==> src/rtl/ctrl_pkg.sv <==
// Shared encodings for the multicycle controller: opcodes, FSM states,
// ALU operation select and the instruction classes produced by the decoder.
package ctrl_pkg;

  localparam logic [6:0] OP_R      = 7'b0110011;
  localparam logic [6:0] OP_I      = 7'b0010011;
  localparam logic [6:0] OP_LOAD   = 7'b0000011;
  localparam logic [6:0] OP_STORE  = 7'b0100011;
  localparam logic [6:0] OP_BRANCH = 7'b1100011;

  typedef enum logic [2:0] {
    ST_IDLE   = 3'd0,
    ST_FETCH  = 3'd1,
    ST_DECODE = 3'd2,
    ST_EXEC   = 3'd3,
    ST_MEM    = 3'd4,
    ST_WB     = 3'd5,
    ST_TRAP   = 3'd6
  } state_e;

  typedef enum logic [1:0] {
    ALU_ADD   = 2'b00,
    ALU_SUB   = 2'b01,
    ALU_FUNCT = 2'b10
  } alu_op_e;

  typedef enum logic [2:0] {
    CLS_R       = 3'd0,
    CLS_I       = 3'd1,
    CLS_LOAD    = 3'd2,
    CLS_STORE   = 3'd3,
    CLS_BRANCH  = 3'd4,
    CLS_ILLEGAL = 3'd5
  } instr_class_e;

  // Instructions whose second ALU operand is the immediate.
  function automatic logic uses_imm(input instr_class_e c);
    return (c == CLS_I) || (c == CLS_LOAD) || (c == CLS_STORE);
  endfunction

  function automatic logic is_mem_op(input instr_class_e c);
    return (c == CLS_LOAD) || (c == CLS_STORE);
  endfunction

endpackage

==> src/rtl/opcode_decoder.sv <==
// Purely combinational classification of the 7-bit major opcode into the
// instruction classes the controller sequences.
module opcode_decoder
  import ctrl_pkg::*;
(
  input  logic [6:0]   opcode,
  output instr_class_e instr_class
);

  always_comb begin
    case (opcode)
      OP_R:      instr_class = CLS_R;
      OP_I:      instr_class = CLS_I;
      OP_LOAD:   instr_class = CLS_LOAD;
      OP_STORE:  instr_class = CLS_STORE;
      OP_BRANCH: instr_class = CLS_BRANCH;
      default:   instr_class = CLS_ILLEGAL;
    endcase
  end

endmodule

==> src/rtl/multicycle_control.sv <==
// Multicycle datapath controller: FETCH/DECODE/EXEC/MEM/WB sequencing with
// fetch and data-memory handshakes, an absorbing TRAP and a retire counter.
module multicycle_control
  import ctrl_pkg::*;
(
  input  logic        clk_i,
  input  logic        rst_i,
  input  logic        start_i,
  input  logic [6:0]  opcode_i,
  input  logic        zero_i,
  output logic        imem_req_o,
  input  logic        imem_ack_i,
  output logic        dmem_req_o,
  output logic        dmem_we_o,
  input  logic        dmem_ack_i,
  output logic        IRWrite_o,
  output logic        PCWrite_o,
  output logic        PCSrc_o,
  output logic        ALUSrc_o,
  output logic        RegWrite_o,
  output logic        MemtoReg_o,
  output logic        illegal_o,
  output logic [1:0]  ALUOp_o,
  output logic [2:0]  state_o,
  output logic [31:0] instret_o
);

  state_e       state_q;
  instr_class_e class_q;
  instr_class_e dec_class;
  logic [31:0]  instret_q;
  logic         retire;
  alu_op_e      alu_op;

  opcode_decoder u_decoder (
    .opcode      (opcode_i),
    .instr_class (dec_class)
  );

  // Retirement points: branch in EXEC, store on its data ack, everything else in WB.
  always_comb begin
    // NOTE: every always_comb output gets a default first so no path can infer a latch.
    retire = 1'b0;
    case (state_q)
      ST_EXEC: retire = (class_q == CLS_BRANCH);
      ST_MEM:  retire = dmem_ack_i && (class_q == CLS_STORE);
      ST_WB:   retire = 1'b1;
      default: retire = 1'b0;
    endcase
  end

  always_ff @(posedge clk_i or negedge rst_i) begin
    // NOTE: state registers use non-blocking assignments so all flops update together at the edge.
    if (!rst_i) begin
      state_q   <= ST_IDLE;
      class_q   <= CLS_R;
      instret_q <= '0;
    end else if (retire) begin
      instret_q <= instret_q + 32'd1;
      state_q   <= start_i ? ST_FETCH : ST_IDLE;
    end else begin
      case (state_q)
        ST_IDLE:  if (start_i) state_q <= ST_FETCH;
        ST_FETCH: if (imem_ack_i) state_q <= ST_DECODE;
        ST_DECODE: begin
          if (dec_class == CLS_ILLEGAL) begin
            state_q <= ST_TRAP;
          end else begin
            class_q <= dec_class;
            state_q <= ST_EXEC;
          end
        end
        ST_EXEC:  state_q <= is_mem_op(class_q) ? ST_MEM : ST_WB;
        // A store ack retires above, so an ack reaching here belongs to a load.
        ST_MEM:   if (dmem_ack_i) state_q <= ST_WB;
        ST_TRAP:  state_q <= ST_TRAP;
        default:  state_q <= ST_IDLE;
      endcase
    end
  end

  // Strobes are decoded from the registered state, plus the ack inputs where
  // a strobe must land in the handshake cycle itself.
  always_comb begin
    imem_req_o = 1'b0;
    IRWrite_o  = 1'b0;
    dmem_req_o = 1'b0;
    dmem_we_o  = 1'b0;
    PCWrite_o  = 1'b0;
    PCSrc_o    = 1'b0;
    ALUSrc_o   = 1'b0;
    RegWrite_o = 1'b0;
    MemtoReg_o = 1'b0;
    illegal_o  = 1'b0;
    alu_op     = ALU_ADD;
    case (state_q)
      ST_FETCH: begin
        imem_req_o = 1'b1;
        IRWrite_o  = imem_ack_i;
      end
      ST_EXEC: begin
        ALUSrc_o = uses_imm(class_q);
        if (is_mem_op(class_q)) begin
          alu_op = ALU_ADD;
        end else if (class_q == CLS_BRANCH) begin
          alu_op    = ALU_SUB;
          PCWrite_o = 1'b1;
          PCSrc_o   = zero_i;
        end else begin
          alu_op = ALU_FUNCT;
        end
      end
      ST_MEM: begin
        dmem_req_o = 1'b1;
        dmem_we_o  = (class_q == CLS_STORE);
        PCWrite_o  = dmem_ack_i && (class_q == CLS_STORE);
      end
      ST_WB: begin
        RegWrite_o = 1'b1;
        MemtoReg_o = (class_q == CLS_LOAD);
        PCWrite_o  = 1'b1;
      end
      ST_TRAP:  illegal_o = 1'b1;
      default:  ;
    endcase
  end

  assign ALUOp_o   = alu_op;
  assign state_o   = state_q;
  assign instret_o = instret_q;

endmodule

==> config.mk <==
export PLATFORM = sky130hd
export DESIGN_NAME = multicycle_control
export DESIGN_NICKNAME = d
export VERILOG_FILES = /design/src/rtl/ctrl_pkg.sv /design/src/rtl/opcode_decoder.sv /design/src/rtl/multicycle_control.sv
export SDC_FILE = /design/constraint.sdc
export NUM_CORES = 1
export LEC_CHECK = 0
export CAP_MARGIN = 10
export CORE_AREA = 5 5 69 71
export CTS_CLUSTER_SIZE = 10
export DETAILED_ROUTE_END_ITERATION = 7
export DIE_AREA = 0 0 74 76
export GPL_ROUTABILITY_DRIVEN = 1
export GPL_TIMING_DRIVEN = 1
export PLACE_DENSITY = 0.88
export SYNTH_ARGS = -nofsm -noshare
export SYNTH_HDL_FRONTEND = slang
export SYNTH_SLANG_ARGS = --single-unit
==> constraint.sdc <==
create_clock -name clk_i -period 3.9 [get_ports clk_i]
set_input_delay 0.39 -clock clk_i [delete_from_list [all_inputs] [get_ports clk_i]]
set_output_delay 0.39 -clock clk_i [all_outputs]
set_load 0.05 [all_outputs]
==> run_results.csv, run 1 <==
group,metric,value,unit
critical_path,crit_path_end_kind,"output pin",
drt,dr.pass1.iters,4,
floorplan,rows,24,
synth,synth.top_cell.area_share,48.47,%
drt,routed_via_density,5.339,
synth,yosys_most_used_dff,"dfrtp_1",
critical_path,reg2reg_setup_slack,1.79,ns
layout,fin_cells,298,
placed_design,dp_hpwl,3.371,mm
cts,clock_latency,0.30,ns
synth,async_reset_ff_share,100.0,%
power,ir_worst_vdd,0.0002794,V
sta,hold_viol_final,0,
cts,cts.sink_count,38,
layout,final_area,2670,um2
critical_path,r2r_cells,4,
min_path,hp-class,"in2async",
synth,synth_top_cell_by_area,"dfrtp_1",
critical_path,slowest_delay,0.88,ns
cts,cts_resized,0,
floorplan,die_x,74,um
synth,ys_warn_count,0,
synth,synth-edff-count,0,
critical_path,path_cells,"nand3b_4 -> nor4b_4 -> or2_1 -> clkdlybuf4s50_1",
placed_design,dpl-instance-area,2561,um2
sta,fmax,309.1,MHz
synth,synth_area_leaders,"dfrtp_1 (48%), xnor2_1 (9.4%), xor2_1 (4.9%)",
cts,hold_buffers,0,
layout,layout.nets,259,
critical_path,cp.buffers_inverters,1,
layout,n_antenna_cell,0,
floorplan,start_util,47.00,%
placed_design,placed_cells,290,
layout,layout_commonest_cell,"clkdlybuf4s50_1",
drt,via_count,1591,
drt,drt_iter0_markers,100,
sta,tightest_slew,0.8294,ns
drt,wl,4.511,mm
critical_path,worstPathRequired,3.51,ns
run,drv_cap,0,
critical_path,cp.arrival,2.84,ns
critical_path,worst-path-max-fanout,12,
critical_path,path_depth,4,
grt,grt_pass1_vias,1590,
grt,grt_start_max_net_pins,39,
sta,slew_viol_final,0,
sta,max_slew_margin,44.71,%
sta,tns,0,ns
sta,skew,0.007670,ns
synth,synthCells,184,
critical_path,cp_slowest_cell,"clkdlybuf4s50_1",
cts,cts_tree,"done",
critical_path,reg2reg_from,"state_o[1]$_DFFE_PN0P_",
grt,grt_pass1_wl,7.555,mm
cts,clk_pin_slew,0.08,ns
synth,synth_cell_types,42,
cts,clock_path_buffers,2,
layout,area_growth,36.10,%
sta,fin_crit_sh,82.94,%
sta,fin_crit,3.235,ns
run_status,outcome,"completed",
placed_design,gp_congestion,0.8029,
cts,root_buffer,"clkbuf_8",
synth,avgSynthCellArea,10.66,um2
critical_path,crit_path_start,"state_o[1]$_DFFE_PN0P_",
power,p_leak,1.186,nW
synth,synth_seq_area_share,48.47,%
drt,drc_errors,0,
floorplan,core-area,4174,um2
floorplan,pin_count,60,
sta,finalSetupViolations,0,
synth,syn_nets,198,
placed_design,port_buffers,59,
layout,drive_above_1_share,8.537,%
cts,htreeDepth,2,
floorplan,die_y,76,um
grt,grt_antenna_before_repair,0,
layout,utilization,63.97,%
critical_path,crit_type,"reg2out",
layout,layout_common_cells,"clkdlybuf4s50_1 (58), dfrtp_1 (38), xnor2_1 (21), nor2_1 (16), nand2_1 (15)",
grt,grt.overflow.total,0,
sta,rsz0062_at_grt,"false",
cts,numCtsBuffers,5,
drt,wl_per_cell,15.14,um
floorplan,die-area,5624,um2
drt,postRouteAntennaNets,0,
critical_path,cp_top_family,"simple AND/OR/NAND/NOR gates",
critical_path,startpoint_type,"flip-flop",
grt,grt_use_total,17.05,%
cts,cts_setup_buffers,0,
power,p_per_area,504.5,nW/um2
synth,synth_area,1962,um2
synth,ys_ff_latch,38,
==> metrics by stage <==
stage / hold WS [ns] / total power, mW / setup slack [ns]
floorplan: 0.09441 / 0.8770 / 0.8975
global placement: 0.4582 / 1.015 / 1.042
detailed placement: 0.4637 / 1.027 / 0.9698
CTS: 0.2226 / 1.359 / 0.6602
global route: 0.2720 / 1.411 / 0.4822
finish: 0.1874 / 1.347 / 0.6652
==> metal layers <==
| metal | wire [um] | vias up | track usage [%] |
|---|---|---|---|
| li1 | - | 771 | - |
| met1 | 1963 | 768 | 22.11 |
| met2 | 2203 | 42 | 26.77 |
| met3 | 246 | 10 | 5.013 |
| met4 | 97 | 0 | 5.978 |
| met5 | 0 | - | 0 |
==> power by group <==
group / internal [mW] / switching [mW] / total (mW) / leakage, nW
combinational: 0.190 / 0.324 / 0.514 / 0.613
sequential: 0.432 / 0.0695 / 0.501 / 0.515
clock: 0.188 / 0.143 / 0.331 / 0.0579
==> final cells by class <==
type	count	area (um2)
fillers	385	1504
repair buffers	59	585.6
flip-flops and latches	38	950.9
clock buffers	5	68.82
clock inverters	3	40.04
inverters	5	18.77
well taps	52	65.06
multi-input cells	136	940.9
==> path summary, 6_finish.rpt <==
path / to
setup / recovery: PCWrite_o
hold / removal: instret_o[11]$_DFFE_PN0P_
setup reg to reg: instret_o[1]$_DFFE_PN0P_
hold reg to reg: instret_o[31]$_DFFE_PN0P_
max in group asynchronous: instret_o[21]$_DFFE_PN0P_
min in group clk_i: instret_o[31]$_DFFE_PN0P_
==> cell usage after synthesis, types with 2 or more instances <==
library cell  instances
buf_6                 3
xor2_1               11
and4_1                2
o2111ai_1             2
nand4_1              12
and2_1                3
o31ai_1               2
nand3_1               7
nor2_1               16
xnor2_1              21
a21oi_1               3
nand2_1              15
and3_1                6
o21ai_0               3
inv_1                 5
nor3_1                8
dfrtp_1              38
and2b_2               2
a211oi_1              2
==> cells by family (layout without fill, tap and decap cells) <==
logic type               count (synthesis)  after routing  synth area share (%)
AO/OA/AOI/OAI                           20             20                 8.035
multiplexers                             2              2                 1.339
buffers and inverters                   10             72                 3.571
flip-flops                              38             38                 48.47
adder cells (fa/ha/maj)                  1              1                0.6377
AND/OR/NAND/NOR                         81             81                 23.66
XOR/XNOR                                32             32                 14.29
==> flip-flops by register name, indices dropped and copies added, names as in the netlist <==
| signal | flops |
|---|---|
| class_q | 3 |
| instret_o | 32 |
| state_o | 3 |
==> worst register-to-register path, delay by kind of cell (launching register included) <==
kind / cells / cell delay [ns]
mux: 1 / 0.34
flops: 1 / 0.57
simple gates: 3 / 1.09
Power figures use the tool's default switching activity.
==> run 2: changes to the inputs <==
- CORE_AREA: 5 5 69 71 -> 5 5 71 73
- DIE_AREA: 0 0 74 76 -> 0 0 76 78
- PLACE_DENSITY: 0.88 -> 0.83
- clock period: 3.9 -> 3.3 ns (I/O delays scaled with it)
==> run_results.csv, run 2 (synthesis gave the netlist of run 1 again) <==
group,metric,value,unit
run_status,outcome,"completed",
drt,dr.pass1.iters,4,
drt,wl,4.403,mm
power,p_total,1.541,mW
cts,hold_buffers,0,
sta,skew,0.005397,ns
grt,grt_pass1_vias,1583,
sta,fin_crit_sh,87.45,%
drt,drc_errors,0,
cts,cts_resized,0,
sta,finalSetupViolations,0,
drt,via_count,1595,
layout,largest_reg_flops,32,
grt,grt_pass1_wl,7.527,mm
sta,max_slew_margin,43.32,%
layout,fillers,375,
drt,postRouteAntennaNets,0,
floorplan,die_x,76,um
grt,busiest_layer,"met2",
layout,drive_above_1_share,8.502,%
floorplan,die-area,5928,um2
grt,grt.overflow.total,0,
cts,htreeDepth,2,
power,ir_worst_vdd,0.0002365,V
sta,hold_viol_final,0,
run,drv_cap,0,
placed_design,port_buffers,59,
layout,final_area,2660,um2
floorplan,pin_count,60,
placed_design,dp_hpwl,3.255,mm
layout,layout_commonest_cell,"clkdlybuf4s50_1",
cts,cts_tree,"done",
sta,slew_viol_final,0,
critical_path,crit_type,"reg2out",
cts,clock_latency,0.29,ns
grt,grt_use_met1,19.43,%
grt,grt_antenna_before_repair,0,
grt,met3_usage,4.514,%
sta,fmax,346.5,MHz
layout,seqCellArea,950.9,um2
drt,routed_via_density,5.334,
floorplan,start_util,45.69,%
grt,grt_use_total,15.45,%
sta,fin_crit,2.886,ns
critical_path,worst-path-max-fanout,12,
floorplan,core-area,4294,um2
cts,cts_setup_buffers,0,
layout,layout_common_cells,"clkdlybuf4s50_1 (58), dfrtp_1 (38), xnor2_1 (21), nor2_1 (16), nand2_1 (15)",
sta,rsz0062_at_grt,"false",
critical_path,crit_path_end_kind,"output pin",
min_path,hp-class,"in2async",
critical_path,cp.arrival,2.56,ns
cts,cts.sink_count,38,
placed_design,dpl-instance-area,2569,um2
layout,multi_input_area,940.9,um2
cts,clock_path_buffers,2,
layout,area_growth,35.59,%
grt,grt_start_max_net_pins,39,
cts,numCtsBuffers,5,
cts,root_buffer,"clkbuf_8",
floorplan,rows,24,
layout,n_antenna_cell,0,
power,p_leak,1.182,nW
cts,clk_pin_slew,0.07,ns
power,p_per_area,579.4,nW/um2
layout,layout.nets,260,
floorplan,die_y,78,um
drt,wl_per_cell,14.73,um
sta,tightest_slew,0.8502,ns
critical_path,worstPathRequired,2.97,ns
sta,tns,0,ns
drt,drt_iter0_markers,94,
grt,met2_usage,24.91,%
critical_path,startpoint_type,"flip-flop",
layout,utilization,61.95,%
placed_design,gp_congestion,0.8015,
## run 2: cell count changes in the layout (fill, tap and decap cells not counted)
cell,previous run,this run
buf_4,0,1
bufinv_16,1,0
clkbuf_1,0,1
clkbuf_8,5,6
clkinv_2,2,1
## run 2: per-layer routing
metal / share of wire [%] / up-vias
li1: - / 771
met1: 45 / 772
met2: 48 / 45
met3: 5.9 / 7
met4: 1.4 / 0
met5: 0 / -
## run 2: metrics by stage
stage               hold WS, ns  instances  setup slack, ns
floorplan               0.03441        184           0.3575
global placement         0.4595        291           0.7956
detailed placement       0.4652        291           0.7269
CTS                      0.1654        299           0.3971
global route             0.2165        299           0.2295
finish                   0.1398        299           0.4143
## run 2: layout make-up
type | instances | share of cell area (%)
Clock buffer | 7 | 3.246
Clock inverter | 1 | 0.1881
Inverter | 5 | 0.7056
Multi-Input combinational cell | 136 | 35.37
Sequential cell | 38 | 35.75
Tap cell | 52 | 2.446
Timing Repair Buffer | 60 | 22.30
## run 2: path summary, 6_finish.rpt
| check | start | to | slack (ns) | cells past startpoint |
|---|---|---|---|---|
| min in group clk_i | instret_o[31]$_DFFE_PN0P_ | instret_o[31]$_DFFE_PN0P_ | 0.47 | 1 |
| max in group asynchronous | rst_i | instret_o[18]$_DFFE_PN0P_ | 2.62 | 1 |
| hold reg to reg | instret_o[31]$_DFFE_PN0P_ | instret_o[31]$_DFFE_PN0P_ | 0.47 | 1 |
| setup reg to reg | state_o[1]$_DFFE_PN0P_ | instret_o[15]$_DFFE_PN0P_ | 1.23 | 5 |
| setup / recovery | state_o[1]$_DFFE_PN0P_ | PCSrc_o | 0.41 | 4 |
| hold / removal | rst_i | state_o[0]$_DFFE_PN0P_ | 0.14 | 1 |
## run 2: worst max-delay path, cell delays in order (launching register included)
cell	delay [ns]
dfrtp_1	0.58
nand3b_4	0.16
nor4b_4	0.51
and2_2	0.22
clkdlybuf4s50_1	0.80
## run 2: power by group
part / internal [mW] / switching, mW / leakage, nW
clock: 0.169 / 0.161 / 0.0482
sequential: 0.510 / 0.0871 / 0.515
combinational: 0.230 / 0.384 / 0.619
total: 0.909 / 0.633 / 1.18
==> run 3: changes to the inputs <==
- CORE_AREA: 5 5 71 73 -> 5 5 75 77
- DIE_AREA: 0 0 76 78 -> 0 0 80 82
- PLACE_DENSITY: 0.83 -> 0.79
- REMOVE_ABC_BUFFERS: default -> 1
- clock period: 3.3 -> 2.5 ns (I/O delays scaled with it)
==> run_results.csv, run 3 (synthesis gave the netlist of run 1 again) <==
group,metric,value,unit
layout,multi_input_area,940.9,um2
power,power_frac_clock,21.0,%
layout,area_growth,37.63,%
critical_path,reg2reg_from,"state_o[1]$_DFFE_PN0P_",
power,p_seq_share,38.8,%
drt,wl_per_cell,13.48,um
layout,largest_reg_flops,32,
sta,slew_viol_final,0,
grt,grt_pass1_vias,1573,
grt,grt_start_max_net_pins,39,
layout,fillers,440,
sta,skew,0.008360,ns
cts,clk_pin_slew,0.07,ns
critical_path,crit_path_start,"state_o[0]$_DFFE_PN0P_",
power,swShare,40.53,%
layout,n_antenna_cell,0,
power,p_per_area,749.6,nW/um2
placed_design,dp_hpwl,3.228,mm
placed_design,port_buffers,59,
placed_design,gp_congestion,0.7876,
sta,fin_crit,2.373,ns
floorplan,core-area,4945,um2
sta,tightest_slew,0.8140,ns
drt,dr.pass1.iters,4,
cts,clock_path_buffers,2,
placed_design,placed_cells,309,
run_status,outcome,"completed",
critical_path,crit_path_end_kind,"output pin",
sta,finalSetupViolations,0,
grt,busiest_layer,"met2",
cts,htreeDepth,2,
power,p_comb_share,40.2,%
sta,hold_viol_final,0,
floorplan,die_x,80,um
grt,met3_usage,3.289,%
grt,grt_pass1_wl,7.314,mm
sta,hold_ws,0.05882,ns
run,drv_cap,0,
layout,fin_cells,317,
sta,rsz0062_at_grt,"false",
grt,grt_use_total,14.07,%
drt,postRouteAntennaNets,0,
grt,met2_usage,23.01,%
floorplan,start_util,39.68,%
power,ir_worst_vdd,0.0004065,V
drt,wl,4.274,mm
cts,cts.sink_count,38,
layout,layout.nets,260,
grt,grt.overflow.total,0,
power,p_leak,1.214,nW
floorplan,die-area,6560,um2
cts,cts_tree,"done",
grt,grt_antenna_before_repair,0,
sta,fmax,421.5,MHz
power,switchingPower,0.8203,mW
drt,via_count,1582,
floorplan,die_y,82,um
drt,drt_iter0_markers,57,
sta,max_slew_margin,45.73,%
drt,drc_errors,0,
critical_path,worst-path-max-fanout,8,
critical_path,cp.arrival,2.12,ns
grt,grt_use_met1,18.86,%
critical_path,worstPathRequired,2.25,ns
critical_path,crit_type,"reg2out",
drt,routed_via_density,4.991,
min_path,hp-class,"in2async",
floorplan,pin_count,60,
cts,clock_latency,0.28,ns
layout,seqCellArea,950.9,um2
critical_path,startpoint_type,"flip-flop",
floorplan,rows,26,
power,intPower,1.204,mW
sta,fin_crit_sh,94.91,%
cts,numCtsBuffers,5,
cts,root_buffer,"clkbuf_8",
layout,drive_above_1_share,10.12,%
layout,layout_common_cells,"clkdlybuf4s50_1 (53), dfrtp_1 (38), xnor2_1 (21), nor2_1 (16), nand2_1 (15)",
layout,layout_commonest_cell,"clkdlybuf4s50_1",
## run 3: changes by cell type in the layout (fill, tap and decap cells not counted)
cell | before | now
buf_12 | 0 | 2
buf_4 | 1 | 3
clkdlybuf4s50_1 | 58 | 53
dlymetal6s2s_1 | 0 | 1
## run 3: metal layers
metal / share of wire [%] / up-vias
li1: - / 769
met1: 47 / 769
met2: 48 / 39
met3: 4.5 / 5
met4: 0.49 / 0
met5: 0 / -
## run 3: power by group through the flow
stage	sequential, mW	combinational (mW)	clock (mW)
finish	0.785	0.814	0.425
global route	0.803	0.863	0.460
global placement	0.792	0.809	0
detailed placement	0.798	0.820	0
CTS	0.786	0.821	0.431
floorplan	0.956	0.371	0
## run 3: final timing paths
check                                       endpoint  slack, ns  depth (start not counted)
max                                       imem_req_o       0.13                          3
min                           state_o[0]$_DFFE_PN0P_       0.06                          1
max reg2reg                instret_o[22]$_DFFE_PN0P_       0.47                          6
min reg2reg                instret_o[31]$_DFFE_PN0P_       0.47                          1
max in group asynchronous  instret_o[23]$_DFFE_PN0P_       1.93                          1
min in group clk_i         instret_o[31]$_DFFE_PN0P_       0.47                          1
## run 3: what timing repair did
item	CTS	global route
endpoints found under the setup margin	0	1
setup buffers	0	0
hold buffers	0	0
resized for setup	0	1
## run 3: worst max-delay path, cell delays in order, from the launching register on
cell	delay (ns)
dfrtp_1	0.49
inv_1	0.20
nor3_1	0.29
clkdlybuf4s50_1	0.86
## run 3: cell type report
cell class | count | area share (%)
multi-input cells | 136 | 34.85
repair buffers | 60 | 22.61
clock inverters | 1 | 0.1854
flip-flops and latches | 38 | 35.22
clock buffers | 7 | 3.197
inverters | 5 | 0.6951
well taps | 70 | 3.244
## run 3: stage by stage
stage / area, um2 / worst slack [ns] / utilization (%) / total power [mW] / setup TNS [ns]
3_5_place_dp: 2606 / 0.4296 / 52.71 / 1.618 / 0
6_report: 2700 / 0.1273 / 54.61 / 2.024 / 0
4_1_cts: 2698 / 0.1211 / 54.55 / 2.038 / 0
5_1_grt: 2700 / 0.006714 / 54.61 / 2.126 / 0
2_1_floorplan: 1911 / -0.4561 / - / 1.327 / -4.678
3_3_place_gp: 2606 / 0.4640 / 52.71 / 1.601 / 0
==> RTL change 1: new RTL, settings of run 3 <==
Make the reset (`rst_i`) synchronous in one clocked block.
--- a/src/rtl/multicycle_control.sv
+++ b/src/rtl/multicycle_control.sv
@@ -49,7 +49,7 @@
     endcase
   end
 
-  always_ff @(posedge clk_i or negedge rst_i) begin
+  always_ff @(posedge clk_i) begin
     // NOTE: state registers use non-blocking assignments so all flops update together at the edge.
     if (!rst_i) begin
       state_q   <= ST_IDLE;
Formal check against the unedited RTL: differs if rst_i is asserted again (counterexample within 4 cycles, from zero or initial values and one cycle with rst_i low); with rst_i held inactive, the same outputs for 10 cycles.
==> RTL change 1 against run 3 <==
Global-route usage up 2.2 points; synthesized cell count is 30% higher; largest cell class is now multi-input combinational cells; routed wire length grew 17%; clock skew decreased by 3.0 ps; sequential cell count stayed put; count of clock-buffer cells in the layout is the same; area after synthesis increased by 7.9%; highest routed layer unchanged; cell area is 7.8% higher; worst setup slack better by 14 ps; final cell count increased by 17%.
Power is not compared: it rests on default switching activity, and its combinational part moved more than twofold at a synthesized area within 25%.
==> RTL change 1: results (changes against run 3) <==
status completed (unchanged); Overall Power 1.43 mW; crit-path leading delay family buffers and inverters (unchanged); Synth Warn # 0 (unchanged); Placed Area 2800 um^2 (was 2610 um^2); DR vias 1950 (was 1582); largest net degree at the start of global routing 51 (was 39); sequential cell count 38 (unchanged); inverters 5 (unchanged); CP max stage delay 800 ps (was 860 ps); Post-Layout Inst Area 2910 um^2 (was 2700 um^2); Global Route met3 Usage 5.81% (was 3.29%); Placed Cells 363 (was 309); register area share after synthesis 35.9% (was 48.5%); Mean Syn Cell Area 8.82 um^2 (was 10.7 um^2); first-pass GRT wire length 8480 um (was 7310 um); ANT cells 0 (unchanged); GR Util met1 21.7% (was 18.9%); most frequent cells after synthesis dfxtp_1 (38), nand2_1 (29), and2_1 (18) (was dfrtp_1 (38), xnor2_1 (21), nor2_1 (16)); synth top area cells dfxtp_1 (36%), mux2i_1 (7.6%), and2_1 (5.3%) (was dfrtp_1 (48%), xnor2_1 (9.4%), xor2_1 (4.9%)); GRT Resource Usage Total 16.3% (was 14.1%); share of post-route cells with drive strength above 1 7.64% (was 10.1%); Synth cell types 45 (was 42); multi-input gate count 187 (was 136); fraction of registers with async set/reset 0% (was 100%); WL met2 2270 um (was 2040 um); Reg area 761 um^2 (was 951 um^2); area of the multi-input gates 1280 um^2 (was 941 um^2); slew margin rel. 49.2% (was 45.7%); leakage power 1.10 nW; # nets final 314 (was 260); # H-tree levels 2 (unchanged); Post-CTS Resized 1 (was 0); clock skew 5.39 ps (was 8.36 ps); vias in the first global route 1822 (was 1573); Crit path required time 2250 ps (about the same); Post-DRT Antenna Nets 0 (unchanged); drt total wl 4990 um (was 4270 um); Sw Share 28.0%; initial antenna violation count 0 (unchanged); Signal buf overhead 22.4% (was 22.6%); Hold Crit Class flop to flop (was primary input to asynchronous set/reset pin); Signal buffers 63 (was 60); crit path max fanout 7 (was 8); number of DRC violations after detailed-routing iteration 0 126 (was 57); Final HPWL DP 3680 um (was 3230 um); met3 wire length 367 um (was 192 um); M1 WL 2280 um (was 2020 um); setup repair bufs after CTS 0 (unchanged); GP Congestion 0.868 (was 0.788); Worst-Skew Late Latency 290 ps; cts bufs inserted 5 (unchanged); filler cell count 454 (was 440); ClkCell Share 3.65% (was 3.38%); non-filler cells, final 371 (was 317); post-place setup slack 187 ps (was 430 ps); met2 Track Usage GR 24.5% (was 23.0%)
[RTL change 1: cell count changes after synthesis, sizes merged, moves of 8 or more]
cell           run 3  this run
dfrtp             38         0
dfxtp              0        38
mux2i              0        16
and2               4        18
nand2             15        29
nand2b             1        15
xnor2             21        11
nand4             12         4
[RTL change 1: cells by family after synthesis]
family | after synthesis | share of synthesized area [%]
xor gates and xnor gates | 15 | 6.21
buffers and inverters | 15 | 3.61
muxes | 16 | 7.56
AOI/OAI and AO/OA | 37 | 14.8
adders and majority gates | 1 | 0.591
and+or+nand+nor | 118 | 31.3
DFF | 38 | 35.9
[RTL change 1: path summary, 6_finish.rpt]
kind	slack, ps	endpoint	startpoint	cells past startpoint
setup / recovery	140	MemtoReg_o	class_q[1]	3
hold / removal	480	instret_o[31]	instret_o[31]	2
setup reg to reg	260	instret_o[26]	class_q[1]	5
hold reg to reg	480	instret_o[31]	instret_o[31]	2
==> RTL change 2: new RTL, config.mk and constraints of run 3 <==
Made on the original files. The 6 values of `instr_class_e` get a one-hot encoding in 6 bits.
--- a/src/rtl/ctrl_pkg.sv
+++ b/src/rtl/ctrl_pkg.sv
@@ -24,13 +24,13 @@
     ALU_FUNCT = 2'b10
   } alu_op_e;
 
-  typedef enum logic [2:0] {
-    CLS_R       = 3'd0,
-    CLS_I       = 3'd1,
-    CLS_LOAD    = 3'd2,
-    CLS_STORE   = 3'd3,
-    CLS_BRANCH  = 3'd4,
-    CLS_ILLEGAL = 3'd5
+  typedef enum logic [5:0] {
+    CLS_R       = 6'b000001,
+    CLS_I       = 6'b000010,
+    CLS_LOAD    = 6'b000100,
+    CLS_STORE   = 6'b001000,
+    CLS_BRANCH  = 6'b010000,
+    CLS_ILLEGAL = 6'b100000
   } instr_class_e;
 
   // Instructions whose second ALU operand is the immediate.
Behaviour: no difference found for any inputs over 10 cycles, from zero or initial values and one cycle with rst_i low; not proved beyond that.
==> RTL change 2 against run 3 <==
Clock power is 27% higher; register-to-register slack got worse by 30 ps; via count is 12% higher; area after synthesis increased by 10%; utilization is 4.5 points higher; worst setup slack worse by 6.4 ps; routed wire length grew 13%; sequential cell count grew 3; first-iteration DRC count up 53%; cell area increased by 8.2%; die area unchanged; power increased by 9.0%; critical path type unchanged; critical endpoint is now dmem_we_o; largest power group is now registers.
==> RTL change 2: results (changes against run 3) <==
status completed (unchanged); Post-CTS Resized 1 (was 0); GP Congestion 0.813 (was 0.788); share of post-route cells with drive strength above 1 10.6% (was 10.1%); largest net degree at the start of global routing 42 (was 39); register area share after synthesis 47.5% (was 48.5%); DR WL/cell 14.1 um (was 13.5 um); Worst-Skew Late Latency 300 ps (was 280 ps); most frequent cells after synthesis dfrtp_1 (40), nand2_1 (24), nor2_1 (16), xnor2_1 (16), xor2_1 (16) (was dfrtp_1 (38), xnor2_1 (21), nor2_1 (16)); post-place setup slack 322 ps (was 430 ps); Max rail drop VDD 394 uV (was 406 uV); clock skew 11.7 ps (was 8.36 ps); synth top area cells dfrtp_1 (46%), xnor2_1 (6.5%), xor2_1 (6.5%) (was dfrtp_1 (48%), xnor2_1 (9.4%), xor2_1 (4.9%)); drt total wl 4850 um (was 4270 um); post-synthesis mux area share 0.521% (was 1.34%); Final HPWL DP 3570 um (was 3230 um); crit path max fanout 6 (was 8); number of DRC violations after detailed-routing iteration 0 87 (was 57); # nets final 286 (was 260); Synth Area in Compound Gates 6.31% (was 8.04%); Reg clk slew, reported paths 90 ps (was 70 ps); leakage power 1.20 nW (was 1.21 nW); first-pass GRT wire length 8320 um (was 7310 um); Synth cell types 48 (was 42); worst slew pin tran 899 ps (was 814 ps); vias in the first global route 1763 (was 1573)
==> RTL change 2: cell count changes after synthesis, sizes merged, moves of 4 or more <==
cell and delta:
xnor2 -5, o41ai +4, nor4 +6, nand3 +7, xor2 +5, nand2 +10
inv +4
==> RTL change 2: power groups by stage <==
| stage | combinational (mW) | clock, mW | sequential, mW |
|---|---|---|---|
| global placement | 0.820 | 0 | 0.852 |
| global route | 0.875 | 0.583 | 0.860 |
| detailed placement | 0.827 | 0 | 0.856 |
| floorplan | 0.352 | 0 | 1.04 |
| CTS | 0.829 | 0.555 | 0.842 |
| finish | 0.821 | 0.541 | 0.845 |
==> RTL change 2: logic make-up (layout without fill, tap and decap cells) <==
logic type                 after synthesis  after routing
and+or+nand+nor                        104            104
DFF                                     41             41
xor gates and xnor gates                32             32
AOI/OAI and AO/OA                       18             18
buffers and inverters                   15             76
adders and majority gates                1              1
muxes                                    1              1
==> RTL change 2: path summary, 6_finish.rpt <==
kind,startpoint,to,slack (ps)
max in group asynchronous,rst_i,instret_o[11],1860
min,rst_i,instret_o[1],80
max reg2reg,state_o[2],instret_o[12],440
min reg2reg,instret_o[31],instret_o[31],470
max,class_q[1],dmem_we_o,120
min in group clk_i,instret_o[31],instret_o[31],470
==> RTL change 2: worst reg2reg max path, cell delays in order, from the launching register on <==
cell      delay (ps)
dfrtp_1          540
and4bb_1         220
a31oi_1          340
o22a_1           540
nor3b_1          130
xor2_1           170
==> RTL change 2: final cells by class <==
cell class / instances / area share [%]
Clock buffer: 5 / 2.36
Inverter: 9 / 1.16
Timing Repair Buffer: 59 / 20.3
Sequential cell: 41 / 35.2
Clock inverter: 3 / 1.59
Tap cell: 70 / 3.00
Multi-Input combinational cell: 156 / 36.5
==> RTL change 2: metal layers <==
| layer | GRT usage (%) | up-vias | part of all wire (%) |
|---|---|---|---|
| met3 | 4.39 | 5 | 6.1 |
| met1 | 21.8 | 854 | 46 |
| met4 | 3.89 | 0 | 0.74 |
| met5 | 0 | - | 0 |
| met2 | 25.2 | 54 | 47 |
| li1 | - | 858 | - |
==> RTL change 2: metrics by stage <==
step                instance area (um^2)  hold WS (ps)
floorplan                           2120         -45.6
global placement                    2790           443
detailed placement                  2790           436
CTS                                 2910           105
global route                        2920           161
finish                              2920          79.3
